File: src/rtl/multicycle_controller_if.sv
// Control bus between the multicycle controller and its datapath.
// master = controller side, slave = datapath side.
interface multicycle_controller_if;
  logic [6:0] op;
  logic [2:0] func3;
  logic [6:0] func7;
  logic       zero;
  logic       branchLEG;
  logic       mem_ready;
  logic       PCWrite;
  logic       AdrSrc;
  logic       MemWrite;
  logic       IRWrite;
  logic       RegWrite;
  logic [1:0] ResultSrc;
  logic [1:0] ALUSrcA;
  logic [1:0] ALUSrcB;
  logic [2:0] ALUControl;
  logic [2:0] ImmSrc;
  logic       illegal_op;
  logic       instr_done;

  modport master (
    input  op, func3, func7, zero, branchLEG, mem_ready,
    output PCWrite, AdrSrc, MemWrite, IRWrite, RegWrite, ResultSrc,
           ALUSrcA, ALUSrcB, ALUControl, ImmSrc, illegal_op, instr_done
  );

  modport slave (
    output op, func3, func7, zero, branchLEG, mem_ready,
    input  PCWrite, AdrSrc, MemWrite, IRWrite, RegWrite, ResultSrc,
           ALUSrcA, ALUSrcB, ALUControl, ImmSrc, illegal_op, instr_done
  );
endinterface

File: src/rtl/multicycle_controller.sv
// Moore-style control FSM for a multicycle RV32 subset datapath.
// Define MEM_WAIT_STATE_EN to make FETCH/MEMREAD/MEMWRITE wait for mem_ready.
module multicycle_controller (
  input  logic                   clk,
  input  logic                   rst_n,
  multicycle_controller_if.master bus
);
  localparam logic [3:0] S_FETCH    = 4'd0;
  localparam logic [3:0] S_DECODE   = 4'd1;
  localparam logic [3:0] S_EXER     = 4'd2;
  localparam logic [3:0] S_EXEI     = 4'd3;
  localparam logic [3:0] S_ALUWB    = 4'd4;
  localparam logic [3:0] S_MEMADR   = 4'd5;
  localparam logic [3:0] S_MEMREAD  = 4'd6;
  localparam logic [3:0] S_MEMWB    = 4'd7;
  localparam logic [3:0] S_MEMWRITE = 4'd8;
  localparam logic [3:0] S_BRANCH   = 4'd9;
  localparam logic [3:0] S_JAL      = 4'd10;
  localparam logic [3:0] S_JALR1    = 4'd11;
  localparam logic [3:0] S_JALR2    = 4'd12;
  localparam logic [3:0] S_LUI      = 4'd13;

  localparam logic [6:0] OP_R    = 7'b0110011;
  localparam logic [6:0] OP_I    = 7'b0010011;
  localparam logic [6:0] OP_LD   = 7'b0000011;
  localparam logic [6:0] OP_ST   = 7'b0100011;
  localparam logic [6:0] OP_BR   = 7'b1100011;
  localparam logic [6:0] OP_JAL  = 7'b1101111;
  localparam logic [6:0] OP_JALR = 7'b1100111;
  localparam logic [6:0] OP_LUI  = 7'b0110111;

  localparam logic [2:0] ALU_ADD = 3'b000;
  localparam logic [2:0] ALU_SUB = 3'b001;
  localparam logic [2:0] ALU_AND = 3'b010;
  localparam logic [2:0] ALU_OR  = 3'b011;
  localparam logic [2:0] ALU_XOR = 3'b100;
  localparam logic [2:0] ALU_SLT = 3'b101;

  localparam logic [2:0] IMM_I = 3'b000;
  localparam logic [2:0] IMM_S = 3'b001;
  localparam logic [2:0] IMM_J = 3'b010;
  localparam logic [2:0] IMM_B = 3'b011;
  localparam logic [2:0] IMM_U = 3'b100;

  logic ready;
`ifdef MEM_WAIT_STATE_EN
  assign ready = bus.mem_ready;
`else
  logic unused_mem_ready;
  assign unused_mem_ready = bus.mem_ready;
  assign ready = 1'b1;
`endif

  logic [3:0] state;
  logic [3:0] next_state;

  always_ff @(posedge clk or negedge rst_n) begin
    if (!rst_n) state <= S_FETCH;
    else        state <= next_state;
  end

  always_comb begin
    next_state = state;
    case (state)
      S_FETCH:    if (ready) next_state = S_DECODE;
      S_DECODE: begin
        case (bus.op)
          OP_R:         next_state = S_EXER;
          OP_I:         next_state = S_EXEI;
          OP_LD, OP_ST: next_state = S_MEMADR;
          OP_BR:        next_state = S_BRANCH;
          OP_JAL:       next_state = S_JAL;
          OP_JALR:      next_state = S_JALR1;
          OP_LUI:       next_state = S_LUI;
          default:      next_state = S_FETCH;
        endcase
      end
      S_EXER, S_EXEI:   next_state = S_ALUWB;
      S_MEMADR:         next_state = (bus.op == OP_ST) ? S_MEMWRITE : S_MEMREAD;
      S_MEMREAD:        if (ready) next_state = S_MEMWB;
      S_MEMWRITE:       if (ready) next_state = S_FETCH;
      S_JAL, S_JALR2:   next_state = S_ALUWB;
      S_JALR1:          next_state = S_JALR2;
      S_ALUWB, S_MEMWB, S_BRANCH, S_LUI: next_state = S_FETCH;
      default:          next_state = S_FETCH;
    endcase
  end

  logic       pc_write, adr_src, mem_write, ir_write, reg_write, illegal, done;
  logic [1:0] result_src, alu_src_a, alu_src_b;
  logic [2:0] alu_control, imm_src;

  always_comb begin
    pc_write    = 1'b0;
    adr_src     = 1'b0;
    mem_write   = 1'b0;
    ir_write    = 1'b0;
    reg_write   = 1'b0;
    illegal     = 1'b0;
    done        = 1'b0;
    result_src  = 2'b00;
    alu_src_a   = 2'b00;
    alu_src_b   = 2'b00;
    alu_control = ALU_ADD;
    imm_src     = IMM_I;
    case (state)
      S_FETCH: begin
        ir_write   = ready;
        pc_write   = ready;
        alu_src_b  = 2'b10;
        result_src = 2'b10;
      end
      S_DECODE: begin
        // Precompute the branch/jump target OldPC+imm into ALUOut.
        alu_src_a = 2'b01;
        alu_src_b = 2'b01;
        imm_src   = (bus.op == OP_BR) ? IMM_B : (bus.op == OP_JAL) ? IMM_J : IMM_I;
        case (bus.op)
          OP_R, OP_I, OP_LD, OP_ST, OP_BR, OP_JAL, OP_JALR, OP_LUI: illegal = 1'b0;
          default: illegal = 1'b1;
        endcase
      end
      S_EXER: begin
        alu_src_a = 2'b10;
        case ({bus.func7, bus.func3})
          10'b0100000_000: alu_control = ALU_SUB;
          10'b0000000_111: alu_control = ALU_AND;
          10'b0000000_110: alu_control = ALU_OR;
          10'b0000000_010: alu_control = ALU_SLT;
          default:         alu_control = ALU_ADD;
        endcase
      end
      S_EXEI: begin
        alu_src_a = 2'b10;
        alu_src_b = 2'b01;
        case (bus.func3)
          3'b100:  alu_control = ALU_XOR;
          3'b110:  alu_control = ALU_OR;
          3'b010:  alu_control = ALU_SLT;
          default: alu_control = ALU_ADD;
        endcase
      end
      S_ALUWB: begin
        reg_write = 1'b1;
        done      = 1'b1;
      end
      S_MEMADR: begin
        alu_src_a = 2'b10;
        alu_src_b = 2'b01;
        imm_src   = (bus.op == OP_ST) ? IMM_S : IMM_I;
      end
      S_MEMREAD: adr_src = 1'b1;
      S_MEMWB: begin
        result_src = 2'b01;
        reg_write  = 1'b1;
        done       = 1'b1;
      end
      S_MEMWRITE: begin
        adr_src   = 1'b1;
        mem_write = 1'b1;
        done      = ready;
      end
      S_BRANCH: begin
        alu_src_a = 2'b10;
        done      = 1'b1;
        case (bus.func3)
          3'b000: begin alu_control = ALU_SUB; pc_write = bus.zero;       end
          3'b001: begin alu_control = ALU_SUB; pc_write = !bus.zero;      end
          3'b100: begin alu_control = ALU_SLT; pc_write = bus.branchLEG;  end
          3'b101: begin alu_control = ALU_SLT; pc_write = !bus.branchLEG; end
          default: ;
        endcase
      end
      S_JAL, S_JALR2: begin
        alu_src_a = 2'b01;
        alu_src_b = 2'b10;
        pc_write  = 1'b1;
      end
      S_JALR1: begin
        alu_src_a = 2'b10;
        alu_src_b = 2'b01;
      end
      S_LUI: begin
        imm_src    = IMM_U;
        result_src = 2'b11;
        reg_write  = 1'b1;
        done       = 1'b1;
      end
      default: ;
    endcase
  end

  // Strobes are masked by rst_n so nothing fires while reset is held.
  assign bus.PCWrite    = pc_write  & rst_n;
  assign bus.IRWrite    = ir_write  & rst_n;
  assign bus.MemWrite   = mem_write & rst_n;
  assign bus.RegWrite   = reg_write & rst_n;
  assign bus.illegal_op = illegal   & rst_n;
  assign bus.instr_done = done      & rst_n;
  assign bus.AdrSrc     = adr_src;
  assign bus.ResultSrc  = result_src;
  assign bus.ALUSrcA    = alu_src_a;
  assign bus.ALUSrcB    = alu_src_b;
  assign bus.ALUControl = alu_control;
  assign bus.ImmSrc     = imm_src;
endmodule

File: src/flat_wrapper.sv
// flat-port wrapper written by rule: the top's interface ports become plain ports
module multicycle_controller_flat 
  (clk, rst_n, bus_op, bus_func3, bus_func7, bus_zero, bus_branchLEG, bus_mem_ready, bus_PCWrite, bus_AdrSrc, bus_MemWrite, bus_IRWrite, bus_RegWrite, bus_ResultSrc, bus_ALUSrcA, bus_ALUSrcB, bus_ALUControl, bus_ImmSrc, bus_illegal_op, bus_instr_done);
  multicycle_controller_if bus_i ();
  input  logic clk;
  input  logic rst_n;
  input wire logic [$bits(bus_i.op)-1:0] bus_op;
  input wire logic [$bits(bus_i.func3)-1:0] bus_func3;
  input wire logic [$bits(bus_i.func7)-1:0] bus_func7;
  input wire logic [$bits(bus_i.zero)-1:0] bus_zero;
  input wire logic [$bits(bus_i.branchLEG)-1:0] bus_branchLEG;
  input wire logic [$bits(bus_i.mem_ready)-1:0] bus_mem_ready;
  output wire logic [$bits(bus_i.PCWrite)-1:0] bus_PCWrite;
  output wire logic [$bits(bus_i.AdrSrc)-1:0] bus_AdrSrc;
  output wire logic [$bits(bus_i.MemWrite)-1:0] bus_MemWrite;
  output wire logic [$bits(bus_i.IRWrite)-1:0] bus_IRWrite;
  output wire logic [$bits(bus_i.RegWrite)-1:0] bus_RegWrite;
  output wire logic [$bits(bus_i.ResultSrc)-1:0] bus_ResultSrc;
  output wire logic [$bits(bus_i.ALUSrcA)-1:0] bus_ALUSrcA;
  output wire logic [$bits(bus_i.ALUSrcB)-1:0] bus_ALUSrcB;
  output wire logic [$bits(bus_i.ALUControl)-1:0] bus_ALUControl;
  output wire logic [$bits(bus_i.ImmSrc)-1:0] bus_ImmSrc;
  output wire logic [$bits(bus_i.illegal_op)-1:0] bus_illegal_op;
  output wire logic [$bits(bus_i.instr_done)-1:0] bus_instr_done;
  assign bus_i.op = bus_op;
  assign bus_i.func3 = bus_func3;
  assign bus_i.func7 = bus_func7;
  assign bus_i.zero = bus_zero;
  assign bus_i.branchLEG = bus_branchLEG;
  assign bus_i.mem_ready = bus_mem_ready;
  assign bus_PCWrite = bus_i.PCWrite;
  assign bus_AdrSrc = bus_i.AdrSrc;
  assign bus_MemWrite = bus_i.MemWrite;
  assign bus_IRWrite = bus_i.IRWrite;
  assign bus_RegWrite = bus_i.RegWrite;
  assign bus_ResultSrc = bus_i.ResultSrc;
  assign bus_ALUSrcA = bus_i.ALUSrcA;
  assign bus_ALUSrcB = bus_i.ALUSrcB;
  assign bus_ALUControl = bus_i.ALUControl;
  assign bus_ImmSrc = bus_i.ImmSrc;
  assign bus_illegal_op = bus_i.illegal_op;
  assign bus_instr_done = bus_i.instr_done;
  multicycle_controller u_core (.clk(clk), .rst_n(rst_n), .bus(bus_i));
endmodule
File: config.mk
export PLATFORM = sky130hd
export DESIGN_NAME = multicycle_controller_flat
export DESIGN_NICKNAME = d
export VERILOG_FILES = /design/src/rtl/multicycle_controller_if.sv /design/src/rtl/multicycle_controller.sv /design/src/flat_wrapper.sv
export SDC_FILE = /design/constraint.sdc
export NUM_CORES = 1
export LEC_CHECK = 0
export ABC_CLOCK_PERIOD_IN_PS = 3700
export CAP_MARGIN = 20
export CORE_ASPECT_RATIO = 0.7
export CORE_MARGIN = 8
export CORE_UTILIZATION = 25
export CTS_BUF_LIST = sky130_fd_sc_hd__clkbuf_2
export DETAILED_ROUTE_END_ITERATION = 12
export GPL_TIMING_DRIVEN = 0
export PLACE_DENSITY = 0.66
export SLEW_MARGIN = 20
export SYNTH_ARGS = -nofsm -noshare
export SYNTH_HDL_FRONTEND = slang
export SYNTH_SLANG_ARGS = --single-unit
File: constraint.sdc
create_clock -name clk -period 3.7 [get_ports clk]
set_input_delay 1.11 -clock clk [delete_from_list [all_inputs] [get_ports clk]]
set_output_delay 1.11 -clock clk [all_outputs]
set_load 0.01 [all_outputs]
==> results.sh, run 1 <==
export IMPL_outcome="complete, no violations"
export IMPL_syn_inst=115
export IMPL_grt_overflow=0
export IMPL_cpMaxStageDelayCell="dlygate4sd2_1"
export IMPL_pwr_share_seq_pct=13.1
export IMPL_synth_distinct_cells=42
export IMPL_fp_dieW_um=83.5
export IMPL_cts_tree="built"
export IMPL_synth_nets=137
export IMPL_area_growth_pct=55.8
export IMPL_met1_usage_pct=13.8
export IMPL_fin_skew_ns=0.00466
export IMPL_synth_edf_count=0
export IMPL_synth_commonest_cells="15 x nor2_1, 9 x nand2_1, 9 x o21ai_0"
export IMPL_largest_register_ffs=4
export IMPL_switching_share_pct=49.4
export IMPL_worst_pin_slew_ns=0.477
export IMPL_finalCriticalPeriod_ns=3.62
export IMPL_io_pins=41
export IMPL_ys_top_cells_by_area="dfrtp_1 13%, nor2_1 7.1%, o21ai_0 5.6%, buf_6 5.6%, nand2b_1 4.7%"
export IMPL_cp_max_fo=6
export IMPL_syn_area_um2=798
export IMPL_p_per_area_nw_per_um2=474
export IMPL_drv_slew=0
export IMPL_regMostFlops="u_core.state"
export IMPL_die_h_um=63.3
export IMPL_dpl_hpwl_um=2300
export IMPL_start_util_pct=25.7
export IMPL_grt_pass1_wl_um=4900
export IMPL_grt_start_max_net_pins=11
export IMPL_end_kind="output pin"
export IMPL_synth_flop_cell="dfrtp_1"
export IMPL_clock_sinks=4
export IMPL_timing_hold_violations_final=0
export IMPL_power_net_switching_uw=291
export IMPL_path_buf_inv=2
export IMPL_grt_use_total_pct=11.1
export IMPL_clock_latency_ns=0.22
export IMPL_nets=180
export IMPL_drive_gt1_share_pct=18.6
export IMPL_path_clk_slew_ns=0.05
export IMPL_num_antenna_cells=0
export IMPL_cts_htree_levels=1
export IMPL_vdd_ir_drop_max_mv=0.300
export IMPL_clockBufferDepth=2
export IMPL_routed_wl_um=2990
export IMPL_portBuffers=37
export IMPL_cts_buffers=3
export IMPL_fmax_mhz=276
export IMPL_post_synth_top_area_cell="dfrtp_1"
export IMPL_p_int_uw=298
export IMPL_wl_per_cell_um=15.4
export IMPL_top_regs="u_core.state (4)"
export IMPL_p_leak_uw=0.000541
export IMPL_core_um2=3110
export IMPL_drtAntennaViolNets=0
export IMPL_cp_common_cell="dlygate4sd2_1"
export IMPL_grt_setup_unrepaired="false"
export IMPL_hp_class="input pin to async pin"
export IMPL_start_kind="input pin"
export IMPL_busiest_layer="met2"
export IMPL_drv_cap=0
export IMPL_criticalPathCategory="input pin to output pin"
export IMPL_post_dp_cell_area_um2=1220
export IMPL_ys_seq_elements=4
export IMPL_num_vias=1029
export IMPL_yosysWarnings=0
export IMPL_period_share_pct=97.9
export IMPL_hold_buffers=0
export IMPL_final_area_um2=1240
export IMPL_syn_area_per_cell_um2=6.94
export IMPL_worstPathCellList="dlygate4sd2_1 > and2b_2 > and3_1 > a311oi_2 > o211a_1 > dlygate4sd2_1"
export IMPL_drt_iter0_drc=39
export IMPL_grt_use_met3_pct=4.75
export IMPL_pwr_share_clk_pct=7.0
export IMPL_gp_congestion=0.891
export IMPL_synth_yosys_seq_area_share_pct=12.5
export IMPL_setup_viol_count_final=0
export IMPL_via_per_inst=5.30
export IMPL_first_global_vias=1013
export IMPL_worstPathRequired_ns=2.59
export IMPL_relSlewSlack_pct=68.2
export IMPL_cpPeakStageDelay_ns=0.29
export IMPL_met2_usage_pct=16.9
export IMPL_combPwrFrac_pct=80.0
export IMPL_crit_family="buffers and inverters"
export IMPL_firstDrtPassIters=4
export IMPL_die_area_um2=5290
export IMPL_synth_top_area_share_pct=12.5
export IMPL_yosysMostFrequentCell="nor2_1"
export IMPL_rows=17
export IMPL_cp_data_arrival_time_ns=2.51
export IMPL_antenna_found_initial=0
export IMPL_asyncSetResetFlopFracSynth_pct=100
export IMPL_cts_root_buffer="clkbuf_2"
export IMPL_tns_ns=0
export IMPL_drc=0
-- what timing repair did --
item	4_1_cts	5_1_grt
cloned	0	0
endpoints found under the setup margin	10	7
hold endpoints to repair	0	0
resized for setup	17	14
setup buffers	1	0
pin swaps	2	3
-- cell families (layout without fill, tap and decap cells) --
kind of cell	after synthesis	in the layout	share of synthesized area [%]
simple gates	62	62	43.1
compound gates	33	33	28.5
buf+inv	10	51	8.93
xor+xnor	4	4	4.39
flops	4	4	12.5
mux	2	2	2.51
-- cells in the final DEF (no fill, tap or decap), types with 3 or more instances in the layout --
master and n:
nand2_1 8, and3_1 3, dlygate4sd2_1 5, a21oi_1 6, nand3_1 4, xor2_1 3
nor3b_1 3, nand2b_1 6, nor3_1 6, clkdlybuf4s50_1 24, buf_6 4, nor2_1 15
o21ai_0 9, dfrtp_1 4, inv_1 3, clkbuf_2 8
-- cell type report --
type	instances	area (um2)
tap	38	47.5
sequential	4	100
inverter	3	11.3
clock buffer	3	15.0
buffer	7	60.1
multi-input combinational	101	657
timing repair buffer	38	353
fill	327	1860
-- metal layers --
layer | share of wire, % | up-vias | wire, um
met5 | 0 | - | 0
met4 | 0.64 | 0 | 19
met3 | 6.6 | 2 | 197
met2 | 46 | 30 | 1360
met1 | 47 | 484 | 1410
li1 | - | 513 | -
-- power groups by stage --
| stage | Combinational (uW) | Clock [uW] | Sequential, uW |
|---|---|---|---|
| 3_5_place_dp | 461 | 0 | 75.9 |
| 2_1_floorplan | 270 | 0 | 70.9 |
| 5_1_grt | 518 | 46.5 | 79.1 |
| 3_3_place_gp | 460 | 0 | 75.2 |
| 6_report | 471 | 41.0 | 77.1 |
| 4_1_cts | 468 | 40.9 | 76.6 |
-- per-stage QoR --
| stage | power [uW] | utilization (%) | setup slack, ns | hold WS, ns | std cells |
|---|---|---|---|---|---|
| 6_report | 589 | 40.0 | 0.0794 | 0.741 | 194 |
| 5_1_grt | 643 | 40.0 | 0.000638 | 0.723 | 194 |
| 4_1_cts | 585 | 40.3 | 0.0120 | 0.738 | 194 |
| 3_5_place_dp | 537 | 39.2 | -0.500 | 0.736 | 190 |
| 3_3_place_gp | 536 | 39.2 | -0.512 | 0.716 | 190 |
| 2_1_floorplan | 340 | - | 0.524 | 0.671 | 115 |
-- final timing paths --
path,from,endpoint,depth (start not counted),slack [ns]
setup / recovery,bus_op[4],bus_illegal_op,6,0.08
hold / removal,rst_n,u_core.state[1],1,0.74
setup reg to reg,u_core.state[1],u_core.state[1],5,2.20
hold reg to reg,u_core.state[2],u_core.state[1],2,0.76
max in group asynchronous,rst_n,u_core.state[3],1,2.77
min in group clk,u_core.state[2],u_core.state[1],2,0.76
-- worst reg2reg max path: stages, from the launching register on --
cell      delay [ns]
dfrtp_1         0.45
nand2b_1        0.31
nor4_4          0.31
buf_4           0.16
o21ai_0         0.07
o311ai_1        0.09
(Power assumes the default switching activity.)
==> run 2, diff against run 1 <==
--- a/config.mk
+++ b/config.mk
@@ -14,7 +14,9 @@
 export DETAILED_ROUTE_END_ITERATION = 12
 export GPL_TIMING_DRIVEN = 0
 export PLACE_DENSITY = 0.66
+export SKIP_LAST_GASP = 1
 export SLEW_MARGIN = 20
 export SYNTH_ARGS = -nofsm -noshare
 export SYNTH_HDL_FRONTEND = slang
 export SYNTH_SLANG_ARGS = --single-unit
+export TNS_END_PERCENT = 30
==> run 2 against run 1 <==
The run now ends with setup timing left. Non-clock buffer count fell by 1. Sequential share of layout area hardly changed. First-iteration DRC count grew 10%. Clock power fell by 3%. Core utilization about the same. Count of clock-buffer cells in the layout unchanged. Global-route usage fell by 0.43 points. Design area is 0.10% lower.
==> results.sh, run 2 (synthesized netlist as in run 1, its figures left out) <==
export IMPL_grt_use_total_pct=10.7
export IMPL_pwr_share_clk_pct=6.9
export IMPL_drc=0
export IMPL_grt_setup_unrepaired="true"
export IMPL_first_global_vias=998
export IMPL_grt_pass1_wl_um=4740
export IMPL_end_kind="output pin"
export IMPL_portBuffers=37
export IMPL_regMostFlops="u_core.state"
export IMPL_num_antenna_cells=0
export IMPL_pre_cts_slack_ns=-0.500
export IMPL_largest_register_ffs=4
export IMPL_via_per_inst=5.28
export IMPL_p_per_area_nw_per_um2=468
export IMPL_final_common_cell="clkdlybuf4s50_1"
export IMPL_cp_data_arrival_time_ns=2.83
export IMPL_nets=179
export IMPL_reg2reg_from="u_core.state[1]"
export IMPL_dpl_hpwl_um=2300
export IMPL_hp_class="flip-flop to flip-flop"
export IMPL_setup_viol_count_final=4
export IMPL_io_pins=41
export IMPL_relSlewSlack_pct=68.7
export IMPL_cts_htree_levels=1
export IMPL_start_util_pct=25.7
export IMPL_ff2ff_path_depth=4
export IMPL_drtAntennaViolNets=0
export IMPL_gp_congestion=0.891
export IMPL_die_area_um2=5290
export IMPL_fp_dieW_um=83.5
export IMPL_clock_sinks=4
export IMPL_worstPathRequired_ns=2.59
export IMPL_crit_start="bus_func7[3]"
export IMPL_die_h_um=63.3
export IMPL_area_growth_pct=55.6
export IMPL_hold_start="u_core.state[2]"
export IMPL_violations="setup timing"
export IMPL_min_path_cells=2
export IMPL_grt_overflow=0
export IMPL_firstDrtPassIters=4
export IMPL_top_regs="u_core.state (4)"
export IMPL_drive_gt1_share_pct=15.5
export IMPL_cp_max_fo=2
export IMPL_path_clk_slew_ns=0.05
export IMPL_p_int_uw=301
export IMPL_fin_skew_ns=0.00510
export IMPL_cts_buffers=3
export IMPL_grt_start_max_net_pins=11
export IMPL_mostFrequentLayoutCells="29 x clkdlybuf4s50_1, 15 x nor2_1, 9 x nand2_1, 9 x o21ai_0"
export IMPL_power_net_switching_uw=281
export IMPL_drt_iter0_drc=43
export IMPL_antenna_found_initial=0
export IMPL_pwr_share_seq_pct=13.2
export IMPL_finalCriticalPeriod_ns=3.94
export IMPL_start_kind="input pin"
export IMPL_final_util_pct=40.0
export IMPL_clockBufferDepth=2
export IMPL_wl_per_cell_um=15.0
export IMPL_combPwrFrac_pct=80.0
export IMPL_fin_total_pwr_uw=581
export IMPL_criticalPathCategory="input pin to output pin"
export IMPL_vdd_ir_drop_max_mv=0.314
export IMPL_final_area_um2=1240
export IMPL_p_leak_uw=0.000535
export IMPL_post_cts_buffers=0
export IMPL_clock_latency_ns=0.21
export IMPL_num_vias=1020
export IMPL_drv_cap=0
export IMPL_post_dp_cell_area_um2=1220
export IMPL_core_um2=3110
export IMPL_worst_pin_slew_ns=0.470
export IMPL_drv_slew=0
export IMPL_timing_hold_violations_final=0
export IMPL_period_share_pct=106
export IMPL_rows=17
export IMPL_cts_root_buffer="clkbuf_2"
export IMPL_fmax_mhz=254
export IMPL_cts_tree="built"
export IMPL_routed_wl_um=2890
export IMPL_outcome="finished, violations left"
export IMPL_switching_share_pct=48.3
export IMPL_fin_ws_ns=-0.236
run 2: cell count changes in the layout (fill, tap and decap cells not counted):
cell | previous run | this run
dlygate4sd2_1 | 5 | 3
nor4_2 | 1 | 2
clkdlybuf4s50_1 | 24 | 29
nand2_2 | 1 | 0
buf_4 | 1 | 0
nand2_1 | 8 | 9
clkbuf_2 | 8 | 5
nor4_4 | 1 | 0
run 2: through the flow:
stage	setup TNS [ns]	instances	hold WS (ns)
floorplan	0	115	0.671
detailed placement	-2.70	190	0.736
finish	-0.610	193	0.729
CTS	-1.50	193	0.738
global route	-1.04	193	0.783
global placement	-2.61	190	0.716
run 2: area by class of cell:
class | count | area, um2
plain buffers | 7 | 60.1
well taps | 38 | 47.5
flip-flops and latches | 4 | 100
repair buffers | 37 | 363
fillers | 325 | 1860
inverters | 3 | 11.3
clock buffers | 3 | 15.0
multi-input cells | 101 | 646
run 2: layer usage:
metal / track usage (%) / vias to the layer above / share of wire, %
met3: 4.11 / 2 / 6.9
met2: 16.6 / 27 / 45
met4: 2.58 / 0 / 0.52
met1: 13.5 / 480 / 48
met5: 0 / - / 0
li1: - / 511 / -
run 2: repair_timing:
item | in CTS | in global routing
hold buffers | 0 | 0
pin swaps | 1 | 0
gates resized for setup | 9 | 8
endpoints found under the setup margin | 10 | 10
run 2: power groups by stage:
stage	Sequential (uW)	Combinational, uW	Clock, uW
floorplan	70.9	270	0
global placement	75.2	460	0
detailed placement	75.9	461	0
CTS	76.5	463	40.9
global route	79.0	513	45.3
finish	76.5	465	39.8
run 2: worst paths after layout:
kind	end	slack, ns
setup / recovery	bus_ALUControl[2]	-0.24
hold reg to reg	u_core.state[1]	0.73
max in group asynchronous	u_core.state[3]	2.59
setup reg to reg	u_core.state[1]	2.22
hold / removal	u_core.state[1]	0.73
min in group asynchronous	u_core.state[1]	0.81
run 2: critical path: stages:
cell and delay, ns:
clkdlybuf4s50_1 0.41, nor4_2 0.31, nand2_1 0.12, o21bai_1 0.16, a31o_2 0.17, clkdlybuf4s50_1 0.54
==> run 3, diff against run 2 <==
--- a/config.mk
+++ b/config.mk
@@ -7,7 +7,7 @@
 export LEC_CHECK = 0
 export ABC_CLOCK_PERIOD_IN_PS = 3700
 export CAP_MARGIN = 20
-export CORE_ASPECT_RATIO = 0.7
+export CORE_ASPECT_RATIO = 1.75
 export CORE_MARGIN = 8
 export CORE_UTILIZATION = 25
 export CTS_BUF_LIST = sky130_fd_sc_hd__clkbuf_2
==> run 3 against run 2 <==
The flow still finishes with violations (setup timing). Critical endpoint is now bus_ImmSrc[1]. First-iteration DRC count down 44%. Final cell count is 2.6% higher. Non-clock buffer count stayed put. Largest power group unchanged. Sequential power is 3.3% higher.
==> results.sh, run 3 (synthesized netlist as in run 1, its figures left out) <==
export IMPL_hp_class="flip-flop to flip-flop"
export IMPL_io_pins=41
export IMPL_num_vias=1044
export IMPL_nets=179
export IMPL_outcome="finished, violations left"
export IMPL_cp_data_arrival_time_ns=2.87
export IMPL_clock_sinks=4
export IMPL_path_clk_slew_ns=0.04
export IMPL_rows=27
export IMPL_fin_cells=198
export IMPL_drive_gt1_share_pct=13.5
export IMPL_grt_pass1_wl_um=4840
export IMPL_drtAntennaViolNets=0
export IMPL_cts_root_buffer="clkbuf_2"
export IMPL_hold_buffers=0
export IMPL_cts_tree="built"
export IMPL_dpl_hpwl_um=2370
export IMPL_cp_max_fo=5
export IMPL_setup_viol_count_final=4
export IMPL_largest_register_ffs=4
export IMPL_first_global_vias=1090
export IMPL_grt_setup_unrepaired="true"
export IMPL_final_area_um2=1260
export IMPL_fin_ws_ns=-0.281
export IMPL_cpMaxStageDelayCell="clkdlybuf4s50_1"
export IMPL_grt_overflow=0
export IMPL_worstPathRequired_ns=2.59
export IMPL_pre_cts_slack_ns=-0.493
export IMPL_final_common_cell="clkdlybuf4s50_1"
export IMPL_grt_start_max_net_pins=11
export IMPL_core_um2=3110
export IMPL_wl_per_cell_um=15.2
export IMPL_area_growth_pct=58.2
export IMPL_cts_htree_levels=1
export IMPL_die_h_um=90.8
export IMPL_crit_family="buffers and inverters"
export IMPL_timing_hold_violations_final=0
export IMPL_firstDrtPassIters=4
export IMPL_criticalPathCategory="input pin to output pin"
export IMPL_start_util_pct=25.7
export IMPL_cts_buffers=3
export IMPL_gp_congestion=0.827
export IMPL_fmax_mhz=251
export IMPL_whs_ns=0.732
export IMPL_cp_common_cell="clkdlybuf4s50_1"
export IMPL_top_regs="u_core.state (4)"
export IMPL_finalCriticalPeriod_ns=3.98
export IMPL_worstPathCellList="clkdlybuf4s50_1 > nand2_1 > nor4_1 > and3_1 > clkdlybuf4s50_1"
export IMPL_relSlewSlack_pct=68.1
export IMPL_drv_cap=0
export IMPL_antenna_found_initial=0
export IMPL_violations="setup timing"
export IMPL_p_per_area_nw_per_um2=462
export IMPL_fin_skew_ns=0.00136
export IMPL_path_buf_inv=2
export IMPL_grt_use_total_pct=10.9
export IMPL_drt_iter0_drc=24
export IMPL_worst_pin_slew_ns=0.473
export IMPL_portBuffers=37
export IMPL_drv_slew=0
export IMPL_period_share_pct=108
export IMPL_mostFrequentLayoutCells="29 x clkdlybuf4s50_1, 15 x nor2_1, 9 x nand2_1, 9 x o21ai_0"
export IMPL_start_kind="input pin"
export IMPL_clockBufferDepth=2
export IMPL_placedCellCount=195
export IMPL_drc=0
export IMPL_num_antenna_cells=0
export IMPL_routed_wl_um=3020
export IMPL_end_kind="output pin"
export IMPL_cpPeakStageDelay_ns=0.54
export IMPL_regMostFlops="u_core.state"
export IMPL_via_per_inst=5.27
export IMPL_post_dp_cell_area_um2=1220
export IMPL_final_util_pct=40.6
export IMPL_vdd_ir_drop_max_mv=0.229
export IMPL_clock_latency_ns=0.20
export IMPL_fp_dieW_um=58.7
export IMPL_die_area_um2=5330
export IMPL_r2r_slack_ns=2.07
export IMPL_p_leak_uw=0.000559
run 3: changes by cell type in the layout (fill, tap and decap cells not counted), sizes merged:
cell | before | now
dlymetal6s2s | 2 | 3
clkbuf | 8 | 6
dlygate4sd2 | 3 | 4
run 3: area by class of cell:
| class | instances | area [um2] |
|---|---|---|
| Sequential cell | 4 | 100 |
| Tap cell | 43 | 53.8 |
| Buffer | 7 | 60.1 |
| Clock buffer | 3 | 15.0 |
| Timing Repair Buffer | 37 | 374 |
| Inverter | 3 | 11.3 |
| Multi-Input combinational cell | 101 | 648 |
| Fill cell | 343 | 1850 |
run 3: path summary, 6_finish.rpt:
| check | cells past startpoint | start | end |
|---|---|---|---|
| hold reg to reg | 2 | u_core.state[2] | u_core.state[1] |
| max in group asynchronous | 1 | rst_n | u_core.state[2] |
| setup reg to reg | 4 | u_core.state[1] | u_core.state[1] |
| min in group asynchronous | 1 | rst_n | u_core.state[3] |
| hold / removal | 2 | u_core.state[2] | u_core.state[1] |
| setup / recovery | 5 | bus_op[1] | bus_ImmSrc[1] |
run 3: worst min-delay path, cell delays in order (launching register included):
cell and delay [ns]:
dfrtp_1 0.37, or2b_2 0.21, o311ai_1 0.10
run 3: power breakdown:
group | leakage, uW | switching (uW) | internal, uW
clock network | 0.0000125 | 17.0 | 21.8
registers | 0.0000533 | 20.8 | 58.2
logic | 0.000493 | 244 | 221
run 3: timing repair:
item,CTS,global route
endpoints found under the hold margin,0,0
pin swaps,0,1
setup buffers,0,0
gates resized for setup,8,5
endpoints found under the setup margin,10,10
run 3: per-layer routing:
layer | share of wire (%) | vias up | GRT usage, %
met5 | 0 | - | 0
li1 | - | 510 | -
met3 | 7.9 | 0 | 3.14
met4 | 0 | 0 | 3.61
met1 | 37 | 498 | 10.3
met2 | 55 | 36 | 21.0
run 3: stage by stage:
step / TNS (ns) / total power [uW]
4_1_cts: -1.62 / 584
3_3_place_gp: -2.70 / 535
6_report: -0.833 / 583
2_1_floorplan: 0 / 340
5_1_grt: -1.37 / 632
3_5_place_dp: -2.71 / 540
